[config.mk]
export PLATFORM = sky130hd
export DESIGN_NAME = zuart_pkt_framer
export DESIGN_NICKNAME = d
export VERILOG_FILES = /design/src/rtl/zuart_pkg.sv /design/src/rtl/zuart_crc8_byte.sv /design/src/rtl/zuart_pkt_framer.sv
export SDC_FILE = /design/constraint.sdc
export NUM_CORES = 1
export LEC_CHECK = 0
export CORE_ASPECT_RATIO = 0.7
export CORE_UTILIZATION = 40
export CTS_BUF_LIST = sky130_fd_sc_hd__clkbuf_4 sky130_fd_sc_hd__clkbuf_8
export DETAILED_ROUTE_END_ITERATION = 16
export PLACE_DENSITY_LB_ADDON = 0.2
export REMOVE_ABC_BUFFERS = 1
export SLEW_MARGIN = 0
export SYNTH_ARGS = -nofsm -noshare
export SYNTH_HDL_FRONTEND = slang
export SYNTH_SLANG_ARGS = --single-unit
[constraint.sdc]
create_clock -name iClk -period 2.7 [get_ports iClk]
set_clock_uncertainty 0.1 [all_clocks]
set_input_delay 0.54 -clock iClk [delete_from_list [all_inputs] [get_ports iClk]]
set_output_delay 0.54 -clock iClk [all_outputs]
set_load 0.02 [all_outputs]
[src/rtl/zuart_pkg.sv]
// Shared definitions for the UART packet framer: state encoding, sync-byte defaults and CRC-8 polynomial.
package zuart_pkg;

    typedef enum logic [2:0] {
        ST_IDLE,
        ST_H0,
        ST_H1,
        ST_CMD,
        ST_LEN,
        ST_PAY,
        ST_CHK,
        ST_DONE
    } state_t;

    localparam logic [7:0] HDR0_DEF  = 8'hAA;
    localparam logic [7:0] HDR1_DEF  = 8'h55;
    localparam logic [7:0] CRC8_POLY = 8'h07;

endpackage

[src/rtl/zuart_crc8_byte.sv]
// Combinational CRC-8 (MSB-first, unreflected) advance by one data byte, unrolled over 8 bit steps.
module zuart_crc8_byte
    import zuart_pkg::*;
(
    input  logic [7:0] crcIn,
    input  logic [7:0] dataIn,
    output logic [7:0] crcOut
);

    logic [7:0] crc;

    always_comb begin
        crc = crcIn ^ dataIn;
        for (int i = 0; i < 8; i++) begin
            crc = crc[7] ? ((crc << 1) ^ CRC8_POLY) : (crc << 1);
        end
    end

    assign crcOut = crc;

endmodule

[src/rtl/zuart_pkt_framer.sv]
// Frames CMD + payload as AA 55 CMD LEN PAYLOAD.. CHK into the Tx FIFO write port.
// Define ZUART_FRAMER_CRC8_EN to make CHK a CRC-8 instead of the additive sum.
//
// state   | meaning
// IDLE    | waiting for iSend with iEn high
// H0      | presenting first sync byte
// H1      | presenting second sync byte
// CMD     | presenting latched command byte
// LEN     | presenting payload length
// PAY     | presenting payload bytes, MSB first
// CHK     | presenting checksum / CRC
// DONE    | one-cycle oDone pulse, then IDLE
module zuart_pkt_framer
    import zuart_pkg::*;
#(
    parameter int         PAYLOAD_BYTES = 4,
    parameter logic [7:0] HDR0          = HDR0_DEF,
    parameter logic [7:0] HDR1          = HDR1_DEF
) (
    input  logic                       iClk,
    input  logic                       iRst,
    input  logic                       iEn,
    input  logic                       iSend,
    input  logic [7:0]                 iCmd,
    input  logic [8*PAYLOAD_BYTES-1:0] iPayload,
    output logic                       oBusy,
    output logic                       oDone,
    output logic                       oWrEn,
    output logic [7:0]                 oWrData,
    input  logic                       iFull
);

    localparam int         PayW    = 8 * PAYLOAD_BYTES;
    localparam logic [7:0] LenByte = 8'(PAYLOAD_BYTES);
    localparam logic [7:0] LastIdx = 8'(PAYLOAD_BYTES - 1);

    state_t          state;
    logic [7:0]      cmdReg;
    logic [7:0]      chkReg;
    logic [7:0]      chkNext;
    logic [7:0]      byteCnt;
    logic [7:0]      curByte;
    logic [PayW-1:0] payShift;
    logic            emitting;
    logic            covered;
    logic            consume;

    // Outgoing byte is a pure function of registered state, so it is stable across stalls.
    always_comb begin
        curByte = 8'h00;
        case (state)
            ST_H0:   curByte = HDR0;
            ST_H1:   curByte = HDR1;
            ST_CMD:  curByte = cmdReg;
            ST_LEN:  curByte = LenByte;
            ST_PAY:  curByte = payShift[PayW-1 -: 8];
            ST_CHK:  curByte = chkReg;
            default: curByte = 8'h00;
        endcase
    end

    assign emitting = (state inside {ST_H0, ST_H1, ST_CMD, ST_LEN, ST_PAY, ST_CHK});
    assign covered  = (state inside {ST_CMD, ST_LEN, ST_PAY});
    assign consume  = emitting && iEn && !iFull;
    assign oWrEn    = consume;
    assign oWrData  = curByte;

`ifdef ZUART_FRAMER_CRC8_EN
    zuart_crc8_byte uCrc (
        .crcIn  (chkReg),
        .dataIn (curByte),
        .crcOut (chkNext)
    );
`else
    assign chkNext = chkReg + curByte;
`endif

    always_ff @(posedge iClk or posedge iRst) begin
        if (iRst) begin
            state    <= ST_IDLE;
            cmdReg   <= 8'h00;
            chkReg   <= 8'h00;
            byteCnt  <= 8'h00;
            payShift <= '0;
            oBusy    <= 1'b0;
            oDone    <= 1'b0;
        end else begin
            oDone <= 1'b0;
            case (state)
                ST_IDLE: begin
                    if (iEn && iSend) begin
                        cmdReg   <= iCmd;
                        payShift <= iPayload;
                        chkReg   <= 8'h00;
                        byteCnt  <= 8'h00;
                        oBusy    <= 1'b1;
                        state    <= ST_H0;
                    end
                end
                ST_H0:  if (consume) state <= ST_H1;
                ST_H1:  if (consume) state <= ST_CMD;
                ST_CMD: if (consume) state <= ST_LEN;
                ST_LEN: if (consume) state <= ST_PAY;
                ST_PAY: begin
                    if (consume) begin
                        payShift <= payShift << 8;
                        if (byteCnt == LastIdx) begin
                            byteCnt <= 8'h00;
                            state   <= ST_CHK;
                        end else begin
                            byteCnt <= byteCnt + 8'h01;
                        end
                    end
                end
                ST_CHK: begin
                    if (consume) begin
                        oDone <= 1'b1;
                        state <= ST_DONE;
                    end
                end
                ST_DONE: begin
                    oBusy <= 1'b0;
                    state <= ST_IDLE;
                end
                default: state <= ST_IDLE;
            endcase

            if (consume && covered) chkReg <= chkNext;
        end
    end

endmodule

==> results of run 1 <==
==> cells by family (layout without fill, tap and decap cells) <==
| kind of cell | after synthesis | count (layout) | share of synthesized area |
|---|---|---|---|
| flip-flops | 61 | 61 | 0.4692 |
| multiplexers | 9 | 9 | 0.03077 |
| buffers and inverters | 34 | 100 | 0.04730 |
| AND/OR/NAND/NOR | 158 | 158 | 0.2208 |
| XOR/XNOR | 7 | 7 | 0.01885 |
| AO/OA/AOI/OAI | 90 | 90 | 0.1761 |
| adder cells (fa/ha/maj) | 9 | 9 | 0.03692 |
==> flip-flops by register name, summed over array words and instances, names as in the netlist <==
signal,count
oDone,1
chkReg,8
state,3
payShift,32
cmdReg,8
oBusy,1
byteCnt,8
==> layout by cell type (no fill, tap or decap), types with 3 or more instances in the layout <==
cell type         n
dlymetal6s2s_1    4
ha_1              7
nand2b_1          4
buf_4            14
nand2_1          83
nor2_1           32
clkdlybuf4s50_1  47
inv_1            10
xor2_1            3
nor2b_1           5
a31oi_1          24
nand3_1          19
a21oi_1          11
a21o_1            3
o21ai_0          24
clkbuf_8         10
inv_2             3
o21ai_1           4
a22o_1            6
dlygate4sd2_1     4
xnor2_1           4
mux2_2            8
dfrtp_1          60
==> path summary, 6_finish.rpt <==
kind	from	endpoint	slack, ns
setup / recovery	state[0]$_DFFE_PP0P_	oWrData[6]	0.1
hold / removal	payShift[7]$_DFFE_PP0P_	payShift[7]$_DFFE_PP0P_	0.37
setup reg to reg	state[2]$_DFFE_PP0P_	chkReg[7]$_DFFE_PP0P_	0.14
hold reg to reg	payShift[7]$_DFFE_PP0P_	payShift[7]$_DFFE_PP0P_	0.37
max in group asynchronous	iRst	state[1]$_DFFE_PP0P_	1.69
min in group asynchronous	iRst	byteCnt[6]$_DFFE_PP0P_	0.50
==> worst register-to-register path, stage by stage, from the launching register on <==
cell,delay [ns]
dfrtp_1,0.40
buf_4,0.17
nand2b_1,0.07
a22o_1,0.18
a22o_1,0.19
ha_1,0.33
a21oi_2,0.17
o21ai_0,0.13
or3b_1,0.41
a211o_1,0.31
nand3_2,0.06
==> stage by stage <==
step                power, mW  setup slack (ns)  utilization  hold slack [ns]
floorplan               2.942           -0.6212            -           0.3386
global placement        3.665           0.04400       0.5055           0.3493
detailed placement      3.728         -0.004794       0.5055           0.3560
CTS                     4.618          0.003757       0.5327           0.3729
global route            4.998          0.002716       0.5366           0.3998
finish                  4.618           0.09879       0.5366           0.3675
==> cell type report <==
type / count / area share
repair buffers: 72 / 0.1685
flip-flops and latches: 61 / 0.3617
well taps: 101 / 0.02992
clock buffers: 11 / 0.03436
clock inverters: 4 / 0.01718
inverters: 13 / 0.01155
multi-input cells: 273 / 0.3768
==> routing by layer <==
| metal | up-vias | wire length, um |
|---|---|---|
| li1 | 1394 | - |
| met1 | 1312 | 3830 |
| met2 | 57 | 3284 |
| met3 | 5 | 392 |
| met4 | 0 | 40 |
| met5 | - | 0 |
==> report_power, final <==
part / switching (mW) / leakage [nW] / internal (mW)
combinational: 1.14 / 1.09 / 0.985
sequential: 0.285 / 0.737 / 1.32
clock: 0.341 / 0.109 / 0.549
total: 1.77 / 1.94 / 2.85
==> timing repair <==
item,CTS,global route
endpoints found under the setup margin,6,7
resized for setup,7,12
buffers inserted,0,0
pin swaps,0,1
==> flow_metrics.tcl, run 1 <==
set metrics [dict create \
    placed_area_mm2 0.003979 \
    period_share 0.9634 \
    drive_gt1_frac 0.1313 \
    yosysWarnings 0 \
    postRouteAntennaNets 0 \
    finalNonFillerCells 535 \
    synthToLayoutAreaGrowth_pct 29.85 \
    grt.met2_usage 0.2919 \
    netlist_instances 368 \
    yosysSeqAreaShare 0.4692 \
    path_cells "inv_2 -> nor3_4 -> a22o_1 -> clkdlybuf4s50_1" \
    synthArstFlopShare 1.000 \
    grt_max_degree 62 \
    setup_viol 0 \
    post-route-min-period_ns 2.601 \
    clock_latency_ns 0.33 \
    p_leak_nw 1.940 \
    end_kind "primary output" \
    power_density_mw_per_mm2 1093 \
    fillCellCount 758 \
    vias 2768 \
    die_h_um 77.45 \
    grt.busiest_layer "met2" \
    grt_use_total 0.1899 \
    nNetsFinal 484 \
    cap_viol_max_count 0 \
    path_class "reg -> out" \
    dieArea_mm2 0.008503 \
    area.sequential_mm2 0.001528 \
    slowest_stage "clkdlybuf4s50_1" \
    ir_drop_uv 408.1 \
    synth.distinct_cells 48 \
    cts_htree_levels 3 \
    final_area_mm2 0.004224 \
    max_slew_margin 0.2142 \
    cts_sinks 61 \
    wl_mm 7.548 \
    place.gp.congestion 0.7706 \
    cts_buffers 9 \
    crit_required_ns 2.06 \
    grtUsageMet3 0.05210 \
    synth_edf_count 0 \
    max_freq_ghz 0.3844 \
    cpPeakStageDelay_ns 0.61 \
    worst_pin_slew_ns 1.171 \
    arrival_ns 1.96 \
    detail_route.wl_per_cell_um 14.11 \
    hold-path-cell-count 2 \
    dp_hpwl_mm 5.176 \
    worstSetupPathDepth 4 \
    cts_tree "done" \
    synth_area_leaders "dfrtp_1, nand2_1, a31oi_1" \
    worstSetupStartpointType "flop" \
    ys_seq_elements 61 \
    synth_top_area_cell "dfrtp_1" \
    drtIter0Drc 199 \
    core_mm2 0.007871 \
    avgSynthCellArea_um2 8.840 \
    yosys.area.top_type_share 0.4692 \
    clk_pin_slew_ns 0.07 \
    yosys-top-cells-count "nand2_1, dfrtp_1, nor2_1" \
    cts-root-buf "clkbuf_8" \
    start_util 0.4133 \
    postCtsHoldBufs 0 \
    status "complete, no violations" \
    antenna_found_initial 0 \
    dp.cells 520 \
    path_buf_inv 2 \
    fin_tns_setup_ns 0 \
    drc_errors 0 \
    path_delay_family "buffers and inverters" \
    clock_path_buffers 2 \
    met1_usage 0.2633 \
    grt_overflow 0 \
    die_w_um 109.8 \
    min_path_type "reg -> reg" \
    cp_max_fo 9 \
    vias_per_cell 5.174 \
    hold_viol 0 \
    diodes 0 \
    num_rows 27 \
    rsz0062_at_grt "no" \
    ios 56 \
    syn_area_mm2 0.003253 \
    report.final.slew_viol_count 0 \
    grt_pass1_wl_mm 12.53 \
    ff2ff_path_depth 10 \
    portBuffers 55 \
    synth_most_common_cell "nand2_1" \
    synth_top_flop_cell "dfrtp_1" \
    first_pass_iters 4 \
    grt_pass1_vias 2697 \
    multiInputGateArea_mm2 0.001592 \
]
No activity file was read; power rests on OpenSTA's default activity.
==> run 2: changes to the inputs <==
- CORE_ASPECT_RATIO: 0.7 -> 1.1
- HOLD_SLACK_MARGIN: not set -> 0.15
- MAX_ROUTING_LAYER: not set -> met4
==> flow_metrics.tcl, run 2 (synthesized netlist as in run 1, its figures left out) <==
set metrics [dict create \
    p_seq_frac 0.351 \
    pwr-share-comb 0.475 \
    grt_max_degree 62 \
    path_class "reg -> reg" \
    fillCellCount 745 \
    portBuffers 55 \
    end_kind "flop" \
    placed_area_mm2 0.003980 \
    switching_power_mw 1.772 \
    setup_ws_ns 0.06241 \
    max_slew_margin 0.2375 \
    cts-root-buf "clkbuf_8" \
    die_w_um 87.99 \
    power.share.clock 0.174 \
    hold_viol 0 \
    arrival_ns 2.81 \
    place.gp.congestion 0.8858 \
    setup_viol 0 \
    grt_pass1_wl_mm 12.17 \
    detail_route.wl_per_cell_um 13.31 \
    clock_latency_ns 0.33 \
    drtIter0Drc 101 \
    grt_pass1_vias 2722 \
    wl_mm 7.226 \
    first_pass_iters 4 \
    max_freq_ghz 0.3791 \
    cts_tree "done" \
    worstSetupStartpointType "flop" \
    pre_cts_ws_ns -0.002003 \
    grt_overflow 0 \
    p_leak_nw 1.962 \
    nNetsFinal 485 \
    r2r_setup_slack_ns 0.06 \
    ir_drop_uv 386.3 \
    p_int_mw 2.802 \
    power_mw 4.573 \
    start_util 0.4111 \
    dieArea_mm2 0.008498 \
    antenna_found_initial 0 \
    clk_pin_slew_ns 0.07 \
    crit_required_ns 2.87 \
    largest_register "payShift" \
    report.final.slew_viol_count 0 \
    layout_common_cells "nand2_1, dfrtp_1, clkdlybuf4s50_1" \
    clock_path_buffers 2 \
    core_mm2 0.007913 \
    min_path_type "reg -> reg" \
    power_density_mw_per_mm2 1076 \
    period_share 0.9769 \
    grt_use_total 0.1932 \
    drive_gt1_frac 0.1402 \
    mostFrequentLayoutCell "nand2_1" \
    min_from "payShift[2]$_DFFE_PP0P_" \
    ios 56 \
    dp_hpwl_mm 4.958 \
    holdPathEnd "payShift[2]$_DFFE_PP0P_" \
    final_area_mm2 0.004252 \
    status "complete, no violations" \
    cts_sinks 61 \
    cap_viol_max_count 0 \
    diodes 0 \
    dp.cells 526 \
    post-route-min-period_ns 2.638 \
    die_h_um 96.59 \
    largest_reg_flops 32 \
    cts_htree_levels 3 \
    num_rows 34 \
    finalNonFillerCells 543 \
    worst_pin_slew_ns 1.136 \
    rsz0062_at_grt "yes" \
    vias 2759 \
    power.switching_fraction 0.3874 \
    postRouteAntennaNets 0 \
    r2r_end "chkReg[7]$_DFFE_PP0P_" \
    vias_per_cell 5.081 \
    ff2ff_path_depth 10 \
    drc_errors 0 \
    r2r-start "state[2]$_DFFE_PP0P_" \
    hold-path-cell-count 2 \
    synthToLayoutAreaGrowth_pct 30.69 \
    cts_buffers 9 \
    cp_max_fo 7 \
]
==> run 2: changes by cell type in the layout (fill, tap and decap cells not counted), sizes merged <==
cell	previous run	this run
inv	13	12
clkbuf	11	13
bufinv	2	1
buf	17	18
clkdlybuf4s50	47	46
dlymetal6s2s	4	6
dlygate4sd2	4	3
==> run 2: worst max-delay path by stage <==
stage / end / startpoint / slack (ns)
floorplan: chkReg[7]$_DFFE_PP0P_ / state[2]$_DFFE_PP0P_ / -0.62
global placement: oWrEn / iEn / -0.05
detailed placement: oWrEn / iEn / -0.002
CTS: oWrData[5] / state[2]$_DFFE_PP0P_ / 0.03
global route: chkReg[7]$_DFFE_PP0P_ / state[2]$_DFFE_PP0P_ / -0.07
finish: chkReg[7]$_DFFE_PP0P_ / state[2]$_DFFE_PP0P_ / 0.06
==> run 2: power groups by stage <==
stage | clock, mW | combinational, mW | sequential, mW
after floorplan | 0 | 1.36 | 1.59
after global placement | 0 | 2.05 | 1.59
after detailed placement | 0 | 2.11 | 1.61
after CTS | 0.823 | 2.11 | 1.60
after global routing | 0.859 | 2.44 | 1.67
final | 0.798 | 2.17 | 1.61
==> run 2: stage by stage <==
step / setup TNS, ns / hold slack, ns / utilization
after global placement: -0.04815 / 0.3483 / 0.5030
after detailed placement: -0.002003 / 0.3552 / 0.5030
after CTS: 0 / 0.3689 / 0.5270
after global routing: -0.1060 / 0.4027 / 0.5373
final: 0 / 0.3645 / 0.5373
after floorplan: -1.341 / 0.3386 / -
==> run 2: per-layer routing <==
layer | global-route usage | vias up | wire (um) | share of wire
li1 | - | 1395 | - | -
met1 | 0.2320 | 1283 | 3390 | 0.47
met2 | 0.3152 | 66 | 3416 | 0.47
met3 | 0.03483 | 15 | 264 | 0.037
met4 | 0.09153 | 0 | 154 | 0.021
met5 | - | - | 0 | 0
==> run 2: worst max-delay path, cell delays in order, from the launching register on <==
cell	delay, ns
dfrtp_1	0.42
clkinvlp_4	0.21
buf_12	0.17
a22o_1	0.21
a22o_1	0.22
ha_4	0.26
a21oi_1	0.11
o21ai_1	0.11
or3b_1	0.41
a211o_1	0.31
nand3_2	0.05
==> run 2: layout make-up <==
class	instances	area, um2	area share
Clock inverter	2	35.03	0.008240
Inverter	13	52.55	0.01236
Multi-Input combinational cell	273	1613	0.3793
Clock buffer	13	153.9	0.03620
Tap cell	108	135.1	0.03178
Sequential cell	61	1528	0.3593
Timing Repair Buffer	73	734.5	0.1727
==> run 2: what timing repair did <==
| item | CTS | global route |
|---|---|---|
| buffers inserted | 0 | 2 |
| setup endpoints to repair | 6 | 6 |
| gates resized for setup | 7 | 15 |
| pin swaps | 0 | 2 |
| hold buffers | 0 | 0 |
| hold endpoints to repair | 0 | 0 |
==> run 3: changes to the inputs <==
- CTS_CLUSTER_SIZE: not set -> 16
- SLEW_MARGIN: 0 -> 20
==> flow_metrics.tcl, run 3 (synthesized netlist as in run 1, its figures left out) <==
set metrics [dict create \
    status "complete, no violations" \
    portBuffers 55 \
    drc_errors 0 \
    largest_register "payShift" \
    grt_max_degree 62 \
    cts-root-buf "clkbuf_8" \
    cp-endpoint "chkReg[7]$_DFFE_PP0P_" \
    largest_reg_flops 32 \
    num_rows 34 \
    setup_viol 0 \
    vias 2766 \
    drtIter0Drc 81 \
    wl_mm 7.260 \
    cp_max_fo 8 \
    cts_sinks 61 \
    p_leak_nw 1.914 \
    path_class "reg -> reg" \
    cts_buffers 9 \
    setup_ws_ns 0.05508 \
    synthToLayoutAreaGrowth_pct 29.62 \
    vias_per_cell 5.103 \
    worstSetupStartpointType "flop" \
    postRouteAntennaNets 0 \
    ir_drop_uv 389.6 \
    arrival_ns 2.81 \
    clock_latency_ns 0.32 \
    mostFrequentLayoutCell "nand2_1" \
    dieArea_mm2 0.008498 \
    detail_route.wl_per_cell_um 13.39 \
    core_mm2 0.007913 \
    grt_overflow 0 \
    power_density_mw_per_mm2 1080 \
    min_path_type "reg -> reg" \
    ff2ff_path_depth 10 \
    postCtsHoldBufs 0 \
    worst_pin_slew_ns 0.7110 \
    r2r-start "state[2]$_DFFE_PP0P_" \
    r2r_setup_slack_ns 0.06 \
    end_kind "flop" \
    first_pass_iters 4 \
    die_w_um 87.99 \
    antenna_found_initial 0 \
    max_slew_margin 0.5260 \
    max_freq_ghz 0.3781 \
    grt_pass1_wl_mm 12.19 \
    pre_cts_ws_ns -0.003380 \
    cts_htree_levels 3 \
    rsz0062_at_grt "yes" \
    diodes 0 \
    die_h_um 96.59 \
    layout_common_cells "nand2_1, dfrtp_1, clkdlybuf4s50_1" \
    worstSetupStartpoint "state[2]$_DFFE_PP0P_" \
    cap_viol_max_count 0 \
    drive_gt1_frac 0.1359 \
    start_util 0.4111 \
    grt_use_total 0.1911 \
    hold_viol 0 \
    clk_pin_slew_ns 0.06 \
    crit_required_ns 2.86 \
    nNetsFinal 485 \
    whs_ns 0.3659 \
    clock_path_buffers 2 \
    ios 56 \
    place.gp.congestion 0.8858 \
    r2r_end "chkReg[7]$_DFFE_PP0P_" \
    post-route-min-period_ns 2.645 \
    dp_hpwl_mm 4.967 \
    cts_tree "done" \
    report.final.slew_viol_count 0 \
    grt_pass1_vias 2677 \
    period_share 0.9796 \
]
-- run 3: cell types whose count changed in the layout (fill, tap and decap cells not counted) --
cell | before | now
clkdlybuf4s50_1 | 46 | 49
dlymetal6s2s_1 | 6 | 3
clkbuf_4 | 4 | 2
a211oi_1 | 0 | 1
a211oi_2 | 2 | 1
buf_12 | 3 | 2
buf_4 | 15 | 16
clkbuf_8 | 9 | 10
ha_1 | 6 | 7
ha_4 | 1 | 0
o21ai_1 | 3 | 2
o21ai_2 | 1 | 2
-- run 3: cell type report --
class	count	area, um2
fillers	751	3696
multi-input cells	273	1599
flip-flops and latches	61	1528
repair buffers	73	714.4
clock buffers	12	152.6
well taps	108	135.1
inverters	13	52.55
clock inverters	2	35.03
-- run 3: metal layers --
layer	global-route usage	share of wire	wire length, um
met2	0.3191	0.49	3528
met4	0.05601	0.0043	31
met3	0.04163	0.037	268
met1	0.2326	0.47	3431
met5	-	0	0
-- run 3: worst max-delay path: stages, from the launching register on --
cell,delay (ns)
dfrtp_1,0.41
clkinvlp_4,0.21
a22o_1,0.25
a22o_1,0.20
ha_1,0.31
buf_4,0.15
nand2_1,0.10
a211oi_1,0.09
or3b_1,0.38
a211o_1,0.32
nand3_2,0.06
-- run 3: worst min path at each step --
stage	start	end	depth (start not counted)	slack (ns)
finish	payShift[7]$_DFFE_PP0P_	payShift[7]$_DFFE_PP0P_	2	0.37
global route	payShift[6]$_DFFE_PP0P_	payShift[6]$_DFFE_PP0P_	2	0.40
CTS	payShift[5]$_DFFE_PP0P_	payShift[5]$_DFFE_PP0P_	2	0.37
global placement	payShift[1]$_DFFE_PP0P_	payShift[1]$_DFFE_PP0P_	2	0.35
floorplan	payShift[0]$_DFFE_PP0P_	payShift[0]$_DFFE_PP0P_	2	0.34
detailed placement	payShift[5]$_DFFE_PP0P_	payShift[5]$_DFFE_PP0P_	2	0.36
-- run 3: where the power goes --
| part | internal, mW | total [mW] | switching, mW |
|---|---|---|---|
| Combinational | 1.01 | 2.16 | 1.15 |
| Sequential | 1.32 | 1.60 | 0.282 |
| Clock | 0.461 | 0.788 | 0.327 |
| Total | 2.79 | 4.55 | 1.76 |
-- run 3: through the flow --
| stage | utilization | total power [mW] | instance area, um2 | TNS (ns) | std cells |
|---|---|---|---|---|---|
| after floorplan | - | 2.942 | 3148 | -1.341 | 347 |
| after global placement | 0.5030 | 3.645 | 3980 | -0.04815 | 526 |
| after detailed placement | 0.5035 | 3.724 | 3984 | -0.003380 | 526 |
| after CTS | 0.5274 | 4.524 | 4173 | 0 | 540 |
| after global routing | 0.5329 | 4.943 | 4217 | -0.1403 | 542 |
| final | 0.5329 | 4.554 | 4217 | 0 | 542 |
-- run 3: what timing repair did --
action | 4_1_cts | 5_1_grt
pin swaps | 0 | 4
resized for setup | 7 | 10
buffers inserted | 0 | 2
setup endpoints to repair | 6 | 5
hold endpoints to repair | 0 | 0
